**config.mk**
```make
export PLATFORM = sky130hd
export DESIGN_NAME = instr_encoder
export DESIGN_NICKNAME = d
export VERILOG_FILES = /design/src/rtl/instr_encoder.sv
export SDC_FILE = /design/constraint.sdc
export NUM_CORES = 1
export LEC_CHECK = 0
export CAP_MARGIN = 20
export CORE_MARGIN = 4
export CORE_UTILIZATION = 30
export DETAILED_ROUTE_END_ITERATION = 8
export PLACE_DENSITY = 0.63
export SETUP_SLACK_MARGIN = 0.3
export SLEW_MARGIN = 40
export SYNTH_ARGS = -nofsm -noshare
export SYNTH_HDL_FRONTEND = slang
export SYNTH_SLANG_ARGS = --single-unit
```
**constraint.sdc**
```tcl
create_clock -name clk -period 3 [get_ports clk]
set_clock_uncertainty 0.15 [all_clocks]
set_input_delay 0.6 -clock clk [delete_from_list [all_inputs] [get_ports clk]]
set_output_delay 0.6 -clock clk [all_outputs]
set_load 0.02 [all_outputs]
```
**src/rtl/instr_encoder.sv**
```systemverilog
// instr_encoder: turns symbolic MIPS instruction requests into 32-bit machine
// words paired with sequential word-aligned byte addresses, for loading
// instruction memory. One output register with a valid/ready handshake
// supports back-to-back throughput of one word per cycle.
//
// state  | meaning
// S_RUN  | accepting requests and emitting words
// S_DONE | last request has drained; waiting for start
module instr_encoder #(
  parameter int ADDR_W   = 8,
  parameter int BASE_IDX = 0
) (
  input  logic              clk,
  input  logic              rst,
  input  logic              start,
  input  logic              in_valid,
  output logic              in_ready,
  input  logic [3:0]        in_kind,
  input  logic [4:0]        in_rs,
  input  logic [4:0]        in_rt,
  input  logic [4:0]        in_rd,
  input  logic [15:0]       in_imm,
  input  logic              in_last,
  output logic              out_valid,
  input  logic              out_ready,
  output logic [ADDR_W+1:0] out_addr,
  output logic [31:0]       out_instr,
  output logic              done,
  output logic              err,
  output logic              wrapped,
  output logic [ADDR_W:0]   count
);

  typedef enum logic {S_RUN, S_DONE} state_t;

  localparam logic [ADDR_W-1:0] BASE      = ADDR_W'(BASE_IDX);
  localparam logic [ADDR_W-1:0] IDX_MAX   = '1;
  localparam logic [ADDR_W:0]   COUNT_MAX = {1'b1, {ADDR_W{1'b0}}};

  state_t            state, state_next;
  logic [ADDR_W-1:0] idx;
  logic [ADDR_W-1:0] idx_after;
  logic              last_pending;
  logic              drain;
  logic              accept;
  logic              legal;
  logic [31:0]       word;

  assign drain     = out_valid && out_ready;
  assign accept    = in_valid && in_ready;
  assign legal     = (in_kind <= 4'd9);
  // A word loaded in the same cycle as a drain takes the next slot's address.
  assign idx_after = drain ? idx + ADDR_W'(1) : idx;

  // Encode the request fields into a machine word; illegal kinds yield zero.
  always_comb begin
    word = '0;
    case (in_kind)
      4'd1:    word = {6'b000000, in_rs, in_rt, in_rd, 5'b00000, 6'b100000};
      4'd2:    word = {6'b000000, in_rs, in_rt, in_rd, 5'b00000, 6'b100010};
      4'd3:    word = {6'b000000, in_rs, in_rt, in_rd, 5'b00000, 6'b100100};
      4'd4:    word = {6'b000000, in_rs, in_rt, in_rd, 5'b00000, 6'b100101};
      4'd5:    word = {6'b000000, in_rs, in_rt, in_rd, 5'b00000, 6'b101010};
      4'd6:    word = {6'b100011, in_rs, in_rt, in_imm};
      4'd7:    word = {6'b101011, in_rs, in_rt, in_imm};
      4'd8:    word = {6'b000100, in_rs, in_rt, in_imm};
      4'd9:    word = {6'b001000, in_rs, in_rt, in_imm};
      default: word = '0;
    endcase
  end

  // State register.
  always_ff @(posedge clk) begin
    if (rst) state <= S_RUN;
    else     state <= state_next;
  end

  // Leave RUN once the final request has been accepted and its word is gone.
  always_comb begin
    state_next = state;
    case (state)
      S_RUN:  if (last_pending && (!out_valid || drain)) state_next = S_DONE;
      S_DONE: if (start) state_next = S_RUN;
      default: state_next = S_RUN;
    endcase
  end

  // Handshake and status decode from state.
  always_comb begin
    in_ready = (state == S_RUN) && (!out_valid || out_ready);
    done     = (state == S_DONE);
  end

  // Output register, address index, counters and sticky flags.
  always_ff @(posedge clk) begin
    if (rst) begin
      idx          <= BASE;
      count        <= '0;
      err          <= 1'b0;
      wrapped      <= 1'b0;
      last_pending <= 1'b0;
      out_valid    <= 1'b0;
      out_instr    <= '0;
      out_addr     <= {BASE, 2'b00};
    end else if ((state == S_DONE) && start) begin
      idx          <= BASE;
      count        <= '0;
      err          <= 1'b0;
      wrapped      <= 1'b0;
      last_pending <= 1'b0;
      out_addr     <= {BASE, 2'b00};
    end else begin
      if (drain) begin
        idx <= idx_after;
        if (count != COUNT_MAX) count <= count + (ADDR_W+1)'(1);
        if (idx == IDX_MAX) wrapped <= 1'b1;
      end
      if (accept && legal) begin
        out_valid <= 1'b1;
        out_instr <= word;
        out_addr  <= {idx_after, 2'b00};
      end else if (drain) begin
        out_valid <= 1'b0;
      end
      if (accept && !legal) err <= 1'b1;
      if (accept && in_last) last_pending <= 1'b1;
    end
  end

endmodule

```
# [Word level (Yosys, flattened, before mapping)]
# Cells that the tools add are included.
[totals] ff_bits=62 in_bits=41
[classes] n_addsub=2 order_cmp=1 eq_ne=11 muxes=7 n_bitwise=2 n_reduce_logical=18
[op_table] cell="32-bit one-hot mux with 9 select lines" n=1
[op_table] cell="4-bit by 3-bit == test with 1-bit output (second input constant)" n=4
[op_table] cell="9-bit by 1-bit adder with 9-bit output (second input constant)" n=1
[op_table] cell="9-bit inequality test (second input constant)" n=1
[op_table] cell="8-bit by 1-bit adder with 8-bit output (second input constant)" n=1
[op_table] cell="4-bit by 2-bit == test with 1-bit output (second input constant)" n=2
[op_table] cell="4-bit == test (second input constant)" n=2
[op_table] cell="8-bit == test (second input constant)" n=1
[op_table] cell="1-bit logical AND" n=8
[op_table] cell="8-bit two-way mux" n=1
[op_table] cell="2-bit AND reduction" n=4
[op_table] cell="4-bit by 1-bit == test with 1-bit output (second input constant)" n=1
[op_table] cell="4-bit <= comparator (second input constant)" n=1
[op_table] cell="1-bit two-way mux" n=4
[op_table] cell="1-bit zero test" n=2
[op_table] cell="1-bit logical OR" n=2
[op_table] cell="1-bit inverter" n=2
[op_table] cell="1-bit one-hot mux with 2 select lines" n=1
[op_table] cell="2-bit nonzero test" n=1
[op_table] cell="2-bit OR reduction" n=1

# [Longest topological paths before layout]
[depth] depth_word=7 mapped_depth=7

# [Least setup slack after synthesis]
# No wires, ideal clock.
[synth_path] path_type="input to register" start="input port in_kind[3]" end="register out_instr[29]" arrival_ns=1.697 path_slack_ns=1.026 path_stages=7 cell_sequence="buf_6 o21a_1 or3_4 buf_6 buf_6 a22oi_1 nor2_1"
[synth_via] elab_chain_cells=3
[synth_rtl] item="from (decl)" line="18" source="input logic [3:0] in_kind,"
[synth_rtl] item="4-bit <= comparator" line="51" source="assign legal = (in_kind <= 4'd9);"
[synth_rtl] item="1-bit logical AND" line="118" source="if (accept && legal) begin"
[synth_rtl] item="2-bit AND reduction (no line)"
[synth_rtl] item="to (signal assigned)" line="120" source="out_instr <= word;"
[synth_rtl] item="to (decl)" line="27" source="output logic [31:0] out_instr,"
# Parallel ways exist; a longest one is shown, timed or not.
# A chain may end at the register's enable or synchronous reset.

# [Worst setup path after layout]
[layout_path] start="input port out_ready" end="output port in_ready"
[layout_via] elab_chain_cells=2
[layout_rtl] item="from (decl)" line="25" source="input logic out_ready,"
[layout_rtl] item="1-bit logical OR" line="90" source="in_ready = (state == S_RUN) && (!out_valid || out_ready);"
[layout_rtl] item="1-bit logical AND" line="90"
[layout_rtl] item="to (decl)" line="17" source="output logic in_ready,"
# Every way passes these cells.

==> results.cfg <==
[status]
status = complete, no violations

[synth]
ys.flop_type = dfxtp_1
ys_ff_latch = 59
synth_area_sq_um = 2550
synth.avg_cell_area_sq_um = 9.03
synth-simple-area-share_pct = 21.6
synth_top_area_share_pct = 46.2
muxShareOfSynthArea_pct = 1.18
yosys-top-cells-count = 59 x dfxtp_1, 44 x nor2_1, 24 x a22oi_1, 18 x a21oi_1, 17 x o21ai_0
yosysSeqAreaShare_pct = 46.2
synth-compound-area-share_pct = 19.5
synth_top_family_by_area = simple AND/OR/NAND/NOR gates
yosysMostFrequentCell = dfxtp_1
ys_warn_count = 0
synth_xor_area_share_pct = 4.11
synth_edf_count = 0
synth-adder-area-share_pct = 1.47
netlist_top_cells_area = dfxtp_1 46%, a22oi_1 7.1%, nor2_1 6.5%, a21oi_1 3.5%, o21ai_0 3.3%
yosys.area.top_type = dfxtp_1
synth-async-reset-ratio_pct = 0
synth_cells = 283
synth_cell_type_count = 43

[floorplanning]
row_count = 33
core_area_sq_um = 8260
io_pins = 97
initial_core_util_pct = 30.9
die_w_um = 100
die_h_um = 100
dieArea_sq_um = 10100

[drt]
drtPass1Iterations = 4
wl_per_cell_um = 13.8
wirelength_um = 6790
postRouteAntennaNets = 0
dr.first_iter.drc_count = 99
vias = 2375
drcViolationCount = 0
via_per_inst = 4.85

[timing]
fmax_mhz = 381
timing.hold.ws_ns = 0.308
setup_viol = 0
rsz0062_at_grt = false
setup-tns-final_ns = 0
drv_slew = 0
period_needed_ns = 2.62
hold_viol_final = 0
relSlewSlack_pct = 62.2
timing.final.crit_share_pct = 87.4
worst_pin_slew_ns = 0.553

[grt]
antenna_found_initial = 0
grt_pass1_vias = 2436
grt-ovfl-total = 0
grt_util_all_layers_pct = 13.8
grt_pass1_wl_um = 11200
grt_max_degree = 32

[clocking]
clk_path_buf_depth = 2
cts_root_buffer = clkbuf_8
cts_hold_buf = 0
numCtsBuffers = 9
post_cts_buffers = 0
cts_tree = done
htree_levels = 3
cts_sinks = 59
path_clk_slew_ns = 0.06
cts_resized = 0
clock_latency_ns = 0.33

[power_and_ir_drop]
switching_share_pct = 24.3
ir_drop_mv = 0.291
p_sw_uw = 490
p_per_area_nw_per_um2 = 527
p_leak_nw = 1.36
p_int_mw = 1.52
seqPwrFrac_pct = 41.6
clkPwrFrac_pct = 42.7
power_mw = 2.01
power.share.combinational_pct = 15.7

[finish]
nNetsFinal = 424
drive_gt1_share_pct = 9.35
post-route-util_pct = 46.3
final_cells = 490
multiInputGateArea_sq_um = 1230
diodes = 0
area_delta_synth_final_pct = 49.7
final-seq-area_sq_um = 1180
nFillCells = 820

[placed_design]
hpwl_um = 5020
gp_congestion = 0.787
dpl.cell_count = 474
port_buffers = 93

[setup_path]
rr_startpoint = out_valid
worstSetupPathType = in -> out
crit_path_end = in_ready
r2r_cells = 6
worst-path-max-fanout = 2
cp_data_arrival_time_ns = 1.87
r2r_end = out_instr[9]
crit_path_start = out_ready
rrSetupSlack_ns = 1.09
critPathCaptureType = primary output
crit_required_ns = 2.25
startpoint_type = input port

[hold_path]
worstHoldPathType = reg -> reg

[flow_run]
cap_violations = 0
[flip-flops by register name, summed over array words and instances, names as in the netlist]
name and flops:
count 9, done 1, err 1, idx 8, last_pending 1, out_addr 8, out_instr 29, out_valid 1
wrapped 1
[layout make-up]
type | count | share of cell area, %
Sequential cell | 59 | 30.9
Inverter | 6 | 0.589
Clock buffer | 9 | 3.24
Timing Repair Buffer | 104 | 26.5
Clock inverter | 7 | 3.04
Multi-Input combinational cell | 200 | 32.3
Tap cell | 105 | 3.44
[routing by layer]
metal | track usage [%] | vias up | wire length (um)
li1 | - | 1192 | -
met1 | 16.0 | 1090 | 2840
met2 | 23.6 | 89 | 3310
met3 | 5.63 | 4 | 598
met4 | 3.11 | 0 | 42
met5 | 0 | - | 0
[worst max-delay path, stage by stage]
cell and delay (ns):
clkdlybuf4s50_1 0.53, nor2b_4 0.06, nor2_1 0.08, clkdlybuf4s50_1 0.61
[worst min path at each step]
stage               cells past startpoint            end  slack, ns     startpoint
global route                            2   out_instr[5]       0.34   out_instr[5]
finish                                  2   out_instr[5]       0.31   out_instr[5]
CTS                                     2   out_instr[5]       0.31   out_instr[5]
global placement                        2  out_instr[28]       0.30  out_instr[28]
detailed placement                      2   out_instr[5]       0.30   out_instr[5]
floorplan                               2   last_pending       0.28   last_pending
[placed cells by master (no fill, tap or decap), types with 2 or more instances in the layout]
cell and instances:
nand2_1 14, a211oi_1 4, a22oi_1 24, xnor2_1 8, inv_1 6, nand2b_1 2
o32ai_1 2, clkinv_2 2, nor2_1 44, nor2b_1 5, nor4b_1 2, ha_1 3
o21ai_0 17, a31oi_1 2, and4_1 2, clkbuf_8 9, dfxtp_1 59, nand4_1 3
clkdlybuf4s50_1 93, xor2_1 4, a21oi_1 18, nand3_1 4, buf_4 11, mux2i_1 3
conb_1 3, nor3_1 7, nand3b_1 11, or3_1 3, bufinv_16 3
[power groups by stage]
| stage | sequential (mW) | clock [mW] | combinational (mW) |
|---|---|---|---|
| after floorplan | 0.889 | 0 | 0.132 |
| after global placement | 0.855 | 0 | 0.316 |
| after detailed placement | 0.856 | 0 | 0.319 |
| after CTS | 0.838 | 0.889 | 0.321 |
| after global routing | 0.842 | 0.922 | 0.345 |
| final | 0.838 | 0.860 | 0.316 |
[kinds of logic (layout without fill, tap and decap cells)]
| kind of cell | count (synthesis) | after routing |
|---|---|---|
| other cells | 1 | 3 |
| flops | 59 | 59 |
| mux | 3 | 3 |
| compound gates | 74 | 74 |
| fa+ha+maj | 3 | 3 |
| xor+xnor | 12 | 12 |
| buf+inv | 26 | 126 |
| simple gates | 105 | 105 |
[metrics by stage]
stage               setup WS [ns]  cell area [sq um]
floorplan                    1.03               2560
global placement            0.370               3580
detailed placement          0.317               3580
CTS                         0.366               3820
global route                0.317               3820
finish                      0.378               3820
No activity file was read; power rests on OpenSTA's default activity.
